===== config.mk =====
export PLATFORM = sky130hd
export DESIGN_NAME = mul_final_adder
export DESIGN_NICKNAME = d
export VERILOG_FILES = /design/src/rtl/mul_final_adder.sv
export SDC_FILE = /design/constraint.sdc
export NUM_CORES = 1
export LEC_CHECK = 0
export BUFFER_PORTS_ARGS = -buffer_cell sky130_fd_sc_hd__buf_2
export CAP_MARGIN = 20
export CORE_MARGIN = 3
export CORE_UTILIZATION = 25
export CTS_CLUSTER_SIZE = 8
export DETAILED_ROUTE_END_ITERATION = 10
export HOLD_SLACK_MARGIN = 0.06
export PLACE_DENSITY_LB_ADDON = 0.08
export SLEW_MARGIN = 30
export SYNTH_ARGS = -nofsm -noshare
export SYNTH_HDL_FRONTEND = slang
export SYNTH_SLANG_ARGS = --single-unit

===== constraint.sdc =====
create_clock -name clk_i -period 4.59 [get_ports clk_i]
set_clock_uncertainty 0.1 [all_clocks]
set_input_delay 0.918 -clock clk_i [delete_from_list [all_inputs] [get_ports clk_i]]
set_output_delay 0.918 -clock clk_i [all_outputs]
set_load 0.005 [all_outputs]

===== src/rtl/mul_final_adder.sv =====
// Slice-serial carry-propagate adder that resolves the compressor tree's sum/carry pair.
// Ports: in_valid_i/in_ready_o/sum_vec_i/cary_vec_i in; out_valid_o/out_ready_i/result_o/cout_o out; busy_o.
module mul_final_adder #(
  parameter int WIDTH = 64,
  parameter int SLICE = 16
) (
  input  logic             clk_i,
  input  logic             rst_i,
  input  logic             in_valid_i,
  output logic             in_ready_o,
  input  logic [WIDTH-1:0] sum_vec_i,
  input  logic [WIDTH-1:0] cary_vec_i,
  output logic             out_valid_o,
  input  logic             out_ready_i,
  output logic [WIDTH-1:0] result_o,
  output logic             cout_o,
  output logic             busy_o
);

  localparam int NSLICE = WIDTH / SLICE;
  localparam int IDXW = (NSLICE > 1) ? $clog2(NSLICE) : 1;
  localparam logic [IDXW-1:0] LAST = IDXW'(NSLICE - 1);

  typedef enum logic [1:0] {
    S_IDLE,
    S_ADD,
    S_DONE
  } state_e;

  state_e            state_q, state_d;
  logic [IDXW-1:0]   idx_q, idx_d;
  logic              carry_q, carry_d;
  logic [WIDTH-1:0]  a_q, a_d;
  logic [WIDTH-1:0]  b_q, b_d;
  logic [WIDTH-1:0]  res_q, res_d;
  logic              cout_q, cout_d;

  logic [SLICE-1:0]  a_sl;
  logic [SLICE-1:0]  b_sl;
  logic [SLICE:0]    s_sum;

  assign a_sl  = a_q[idx_q*SLICE +: SLICE];
  assign b_sl  = b_q[idx_q*SLICE +: SLICE];
  assign s_sum = {1'b0, a_sl} + {1'b0, b_sl}
               + {{SLICE{1'b0}}, carry_q};

  always_comb begin
    state_d = state_q;
    idx_d   = idx_q;
    carry_d = carry_q;
    a_d     = a_q;
    b_d     = b_q;
    res_d   = res_q;
    cout_d  = cout_q;
    unique case (state_q)
      S_IDLE: begin
        if (in_valid_i) begin
          a_d     = sum_vec_i;
          b_d     = cary_vec_i;
          idx_d   = '0;
          carry_d = 1'b0;
          state_d = S_ADD;
        end
      end
      S_ADD: begin
        res_d[idx_q*SLICE +: SLICE] = s_sum[SLICE-1:0];
        carry_d = s_sum[SLICE];
        idx_d   = idx_q + 1'b1;
        if (idx_q == LAST) begin
          cout_d  = s_sum[SLICE];
          idx_d   = '0;
          state_d = S_DONE;
        end
      end
      S_DONE: begin
        if (out_ready_i) state_d = S_IDLE;
      end
      default: state_d = S_IDLE;
    endcase
  end

  always_ff @(posedge clk_i) begin
    if (rst_i) begin
      state_q <= S_IDLE;
      idx_q   <= '0;
      carry_q <= 1'b0;
      a_q     <= '0;
      b_q     <= '0;
      res_q   <= '0;
      cout_q  <= 1'b0;
    end else begin
      state_q <= state_d;
      idx_q   <= idx_d;
      carry_q <= carry_d;
      a_q     <= a_d;
      b_q     <= b_d;
      res_q   <= res_d;
      cout_q  <= cout_d;
    end
  end

  // Ready is gated by reset so no pair is handed over while it is held.
  assign in_ready_o  = (state_q == S_IDLE) && !rst_i;
  assign out_valid_o = (state_q == S_DONE);
  assign busy_o      = (state_q == S_ADD) || (state_q == S_DONE);
  assign result_o    = res_q;
  assign cout_o      = cout_q;

endmodule


==> qor.csv, run 1 <==
stage;metric;value;unit
status;status;finished, final reports clean;
worst_setup_path;crit_family;compound AO/OA/AOI/OAI gates;
route;first_pass_iters;5;
worst_setup_path;slowest_stage;mux4_2;
worst_setup_path;r2r_slack;0.73;ns
route;ant_nets;0;
clock_tree;cts_setup_buffers;0;
worst_setup_path;worstSetupEndpoint;result_o[28];
die;die_height;188;um
clock_tree;ctsHoldBuffers;0;
logic_synthesis;synth_seq_cells;198;
worst_hold_path;hp-class;flop to flop;
logic_synthesis;yosysTopAreaCell;dfxtp_1;
logic_synthesis;muxShareOfSynthArea;8.90;%
placed_design;port-buffer-count;199;
clock_tree;ctsResizeCount;0;
worst_setup_path;r2r-start;idx_q[0];
logic_synthesis;synth_compound_area_share;18.6;%
worst_setup_path;path_cells;buf_4, mux4_2, fa_1, a21o_1, a311o_1, a31oi_2, nor2_1, o311a_1, a22o_1;
cells_and_area;multiInputGateArea;4100;um2
logic_synthesis;syn_inst;940;
logic_synthesis;synthTopCellsByCount;nand2_1 (282), dfxtp_1 (198), a21oi_1 (153), clkbuf_1 (43), nor2_1 (41);
cells_and_area;antenna_cells;0;
clock_tree;clock_latency;0.43;ns
grt;grt_max_degree;96;
logic_synthesis;synthFlopType;dfxtp_1;
clock_tree;cts_buffer_depth;2;
logic_synthesis;async_flop_share;0;%
logic_synthesis;yosys.area.top_type_share;47.6;%
grt;antenna_found_initial;0;
route;vias_per_cell;4.60;
clock_tree;cts.htree.levels;4;
clock_tree;cts_inserted_buffers;17;
sta;slew_headroom;35.0;%
placed_design;postPlaceCellArea;9730;um2
sta;hold_slack;0.355;ns
worst_setup_path;critical_path_class;flop to flop;
route;avgRoutedWirePerCell;18.1;um
sta;setup_violations;0;
placed_design;dp_slack;0.700;ns
cells_and_area;drive_gt1_share;25.0;%
sta;clock.fmax;259;MHz
power;ir_drop;0.265;mV
worst_setup_path;worst-path-buf-inv;1;
route;vias;7171;
cells_and_area;syn2layout_area_growth;24.0;%
cells_and_area;finalInstanceArea;10300;um2
sta;rsz0062_at_grt;no;
clock_tree;clk_pin_slew;0.07;ns
clock_tree;clock-sinks;198;
logic_synthesis;synth_edf_count;0;
placed_design;place_hpwl;20800;um
logic_synthesis;ys_top_cells_by_area;dfxtp_1 (48%), nand2_1 (13%), a21oi_1 (9.2%);
die;rows;66;
worst_setup_path;endpoint_kind;flop;
sta;slew_violations;0;
cells_and_area;fillCellCount;3602;
clock_tree;clockRootBuffer;clkbuf_16;
route;drc_errors;0;
sta;fin_crit;3.86;ns
power;power;5.19;mW
logic_synthesis;synthXorXnorAreaFrac;1.16;%
worst_setup_path;r2r_end;result_o[28];
logic_synthesis;synth.distinct_cells;45;
worst_setup_path;worst_ep_required_time;4.81;ns
sta;finalSetupTns;0;ns
cells_and_area;final_cell_count_no_fill;1559;
worst_setup_path;critical-path-max-stage-delay;0.63;ns
placed_design;place_inst;1528;
sta;worstMarginPinSlew;0.967;ns
cells_and_area;seqCellArea;3970;um2
worst_setup_path;start_kind;flop;
clock_tree;cts_tree;yes;
logic_synthesis;synthSimpleGateAreaFrac;16.2;%
flow_run;cap_viol_max_count;0;
die;initial_core_util;25.5;%
die;coreArea;32700;um2
logic_synthesis;yosysSeqAreaShare;47.6;%
cells_and_area;utilization;31.6;%
logic_synthesis;syn_area;8320;um2
sta;finalCritPeriodShare;84.1;%
die;die_x;188;um
die;design.die.area;35500;um2
worst_setup_path;cp.depth;9;
placed_design;gp_congestion;0.826;
grt;grt_pass1_vias;7071;
worst_setup_path;reg2reg_depth;9;
logic_synthesis;synth_top_family_by_area;compound AO/OA/AOI/OAI gates;
worst_setup_path;arrival;4.08;ns
route;wirelength;28200;um
logic_synthesis;synth_nets;1098;
cells_and_area;nNetsFinal;1263;
grt;track_usage;15.6;%
logic_synthesis;synthAdderAreaFrac;4.09;%
power;p_leak;4.20;nW
sta;fin_ws;0.730;ns
sta;hold_viol;0;
logic_synthesis;synthMostInstantiatedCell;nand2_1;
route;drtIter0Drc;448;
grt;overflow;0;
worst_setup_path;crit_start;idx_q[0];
power;pwr_density_cell;503;nW/um2
die;top_level_ports;200;
logic_synthesis;synth_area_per_cell;8.86;um2
worst_setup_path;critPathMaxFanout;30;
logic_synthesis;synth_warnings;0;
grt;grt_pass1_wl;42900;um
layout by cell type (no fill, tap or decap), types with 4 or more instances in the layout:
master     count
ha_1          24
nor2_1        41
a21o_1         4
nand2_1      281
inv_8          5
a22o_1        28
clkbuf_16     17
buf_4          5
xnor2_1        8
a21oi_1      153
buf_2        198
inv_1         13
o21ai_0       16
o31ai_1        4
mux4_2        32
dfxtp_1      196
a22oi_1       28
sequential cells by signal (all words and copies together) (netlist names):
signal,count
b_q,64
idx_q,2
a_q,64
state_q,2
cout_o,1
result_o,64
carry_q,1
worst register-to-register path: stages (launching register included):
cell,delay (ns)
dfxtp_2,0.48
buf_4,0.51
mux4_2,0.68
fa_1,0.46
a21o_1,0.22
a311o_1,0.40
a31oi_2,0.25
nor2_1,0.08
o311a_1,0.36
a22o_1,0.22
logic make-up (layout without fill, tap and decap cells):
family / Yosys count / count (layout)
AO/OA/AOI/OAI: 253 / 253
buffers and inverters: 73 / 250
XOR/XNOR: 11 / 11
multiplexers: 34 / 34
AND/OR/NAND/NOR: 345 / 345
adder cells (fa/ha/maj): 26 / 26
flip-flops: 198 / 198
layer usage:
metal  vias up  share of wire [%]  global-route usage (%)  wire length (um)
li1       3597                  -                       -                 -
met1      3398                 50                    23.1             14200
met2       167                 45                    23.7             12600
met3         9                4.1                    3.16              1170
met4         0               0.74                    2.66               210
met5         -                  0                       0                 0
report_power, final:
group,total [mW],internal (mW),switching (mW)
combinational,1.62,0.548,1.07
sequential,2.09,1.95,0.139
clock,1.49,0.761,0.731
total,5.19,3.25,1.94
worst min path at each step:
stage | start | to | slack (ns) | depth (start not counted)
2_1_floorplan | a_q[18] | a_q[18] | 0.33 | 2
3_3_place_gp | result_o[29] | result_o[29] | 0.34 | 2
3_5_place_dp | result_o[45] | result_o[45] | 0.34 | 2
4_1_cts | b_q[46] | b_q[46] | 0.36 | 2
5_1_grt | a_q[56] | a_q[56] | 0.38 | 2
6_report | b_q[52] | b_q[52] | 0.36 | 2
area by class of cell:
cell class	instances	area share, %
timing repair buffer	206	10.5
clock inverter	11	1.04
sequential	198	38.4
multi-input combinational	669	39.7
clock buffer	20	4.52
tap	442	5.36
inverter	13	0.473
Note: power is estimated with default switching activity, not from simulation.
==> run 2, diff against run 1 <==
- clock period: 4.59 -> 4 ns (I/O delays scaled with it)
==> run 2 against run 1 <==
Against the previous run: via count hardly changed; largest power group unchanged; critical endpoint is now result_o[44]; flip-flop and latch count unchanged; first-iteration DRC count decreased by 7.4%; power is 15% higher; die area is the same.
==> qor.csv, run 2 (same netlist as run 1, synthesis figures left out) <==
stage;metric;value;unit;change
die;die_x;188;um;unchanged
grt;met1_usage;22.3;%;-0.81 points
sta;slew_violations;0;;unchanged
worst_setup_path;critical_path_class;flop to flop;;
power;switching_power;2.26;mW;+16%
cells_and_area;antenna_cells;0;;unchanged
sta;worstMarginPinSlew;0.939;ns;-0.0281 ns
clock_tree;ctsResizeCount;0;;unchanged
worst_hold_path;hp-class;flop to flop;;
clock_tree;clock-sinks;198;;unchanged
cells_and_area;drive_gt1_share;25.4;%;+0.47 points
sta;clock.fmax;278;MHz;+7.3%
route;drtIter0Drc;415;;-7.4%
sta;finalCritPeriodShare;89.9;%;+5.8 points
status;status;finished, final reports clean;;
route;wirelength;27700;um;-1.8%
cells_and_area;nNetsFinal;1269;;+0.48%
worst_hold_path;min_from;a_q[49];;
grt;grt_pass1_wl;43000;um;+0.35%
placed_design;port-buffer-count;199;;unchanged
power;p_sw_share;37.8;%;+0.43 points
power;pwr-share-clk;29.1;%;+0.4 points
route;ant_nets;0;;unchanged
power;combPwrFrac;31.1;%;about the same
die;rows;66;;unchanged
cells_and_area;final_cell_mix;nand2_1 (281), buf_2 (198), dfxtp_1 (196);;
route;vias_per_cell;4.58;;-0.43%
sta;hold_viol;0;;unchanged
grt;busiest_layer;met2;;
sta;rsz0062_at_grt;no;;
worst_setup_path;crit_start;idx_q[0];;
grt;grt_pass1_vias;7332;;+3.7%
clock_tree;ctsHoldBuffers;0;;unchanged
power;pwr_density_cell;578;nW/um2;+15%
placed_design;place_hpwl;20900;um;+0.85%
die;design.die.area;35500;um2;unchanged
grt;grt_max_degree;86;;-10%
die;die_height;188;um;unchanged
cells_and_area;fillCellCount;3576;;-0.72%
worst_setup_path;start_kind;flop;;
worst_setup_path;critPathMaxFanout;25;;-17%
worst_setup_path;worst_ep_required_time;4.22;ns;-0.59 ns
power;p_leak;4.22;nW;+0.54%
clock_tree;cts_tree;yes;;
clock_tree;cts_buffer_depth;2;;unchanged
clock_tree;cts_inserted_buffers;17;;unchanged
clock_tree;clk_pin_slew;0.08;ns;about the same
worst_setup_path;r2r-start;idx_q[0];;
grt;met2_usage;24.0;%;+0.27 points
cells_and_area;layout_commonest_cell;nand2_1;;
sta;setup_violations;0;;unchanged
clock_tree;clock_latency;0.44;ns;about the same
grt;overflow;0;;unchanged
power;power;5.98;mW;+15%
grt;use_met3;3.26;%;+0.093 points
clock_tree;clockRootBuffer;clkbuf_16;;
grt;track_usage;15.6;%;-0.024 points
clock_tree;cts_setup_buffers;0;;unchanged
cells_and_area;syn2layout_area_growth;24.3;%;
placed_design;gp_congestion;0.834;;+0.91%
grt;antenna_found_initial;1;;+1
power;power.internal;3.72;mW;+14%
die;top_level_ports;200;;unchanged
worst_setup_path;arrival;3.82;ns;-0.26 ns
route;avgRoutedWirePerCell;17.7;um;-2.2%
clock_tree;cts.htree.levels;4;;unchanged
sta;finalSetupTns;0;ns;unchanged
worst_setup_path;endpoint_kind;flop;;
flow_run;cap_viol_max_count;0;;unchanged
route;first_pass_iters;6;;+1
die;initial_core_util;25.5;%;unchanged
die;coreArea;32700;um2;unchanged
sta;fin_crit;3.60;ns;-0.263 ns
sta;slew_headroom;36.9;%;+1.9 points
power;pwr-share-seq;39.8;%;-0.3 points
route;drc_errors;0;;unchanged
power;ir_drop;0.316;mV;+19%
route;vias;7172;;+0.014%
-- run 2: final timing paths --
path              slack (ns)  cells past startpoint            to
setup / recovery        0.40                      9  result_o[44]
hold reg to reg         0.35                      2       a_q[49]
setup reg to reg        0.40                      9  result_o[44]
hold / removal          0.35                      2       a_q[49]
-- run 2: final cells by class --
class	count	area, um2	area share [%]
Tap cell	442	553	5.34
Sequential cell	198	3970	38.3
Clock inverter	14	155	1.50
Inverter	13	48.8	0.472
Multi-Input combinational cell	669	4090	39.5
Timing Repair Buffer	212	1100	10.6
Clock buffer	18	439	4.24
-- run 2: worst max-delay path, cell delays in order (launching register included) --
cell and delay [ns]:
dfxtp_2 0.39, buf_4 0.42, mux4_2 0.62, fa_1 0.44, a21o_1 0.22, a311o_1 0.40, a31oi_2 0.22, nor2_1 0.08
o311a_1 0.36, a22o_1 0.23
-- run 2: through the flow --
stage	util (%)	hold WS, ns	worst slack (ns)	instances	instance area, um2
finish	31.6	0.355	0.403	1566	10300
global placement	29.8	0.342	0.445	1534	9750
floorplan	-	0.333	0.0731	940	8330
detailed placement	29.8	0.346	0.384	1534	9750
global route	31.6	0.373	0.156	1566	10300
CTS	31.6	0.357	0.358	1566	10300
-- run 2: power by group through the flow --
stage / clock (mW) / combinational [mW] / sequential [mW]
floorplan: 0 / 1.27 / 2.37
global placement: 0 / 1.90 / 2.43
detailed placement: 0 / 1.90 / 2.43
CTS: 1.79 / 1.91 / 2.39
global route: 1.87 / 2.10 / 2.42
finish: 1.74 / 1.86 / 2.38
-- run 2: routing by layer --
metal	wire (um)	part of all wire [%]
met3	1340	4.8
met4	406	1.5
met2	12200	44
met5	11	0.040
met1	13800	50
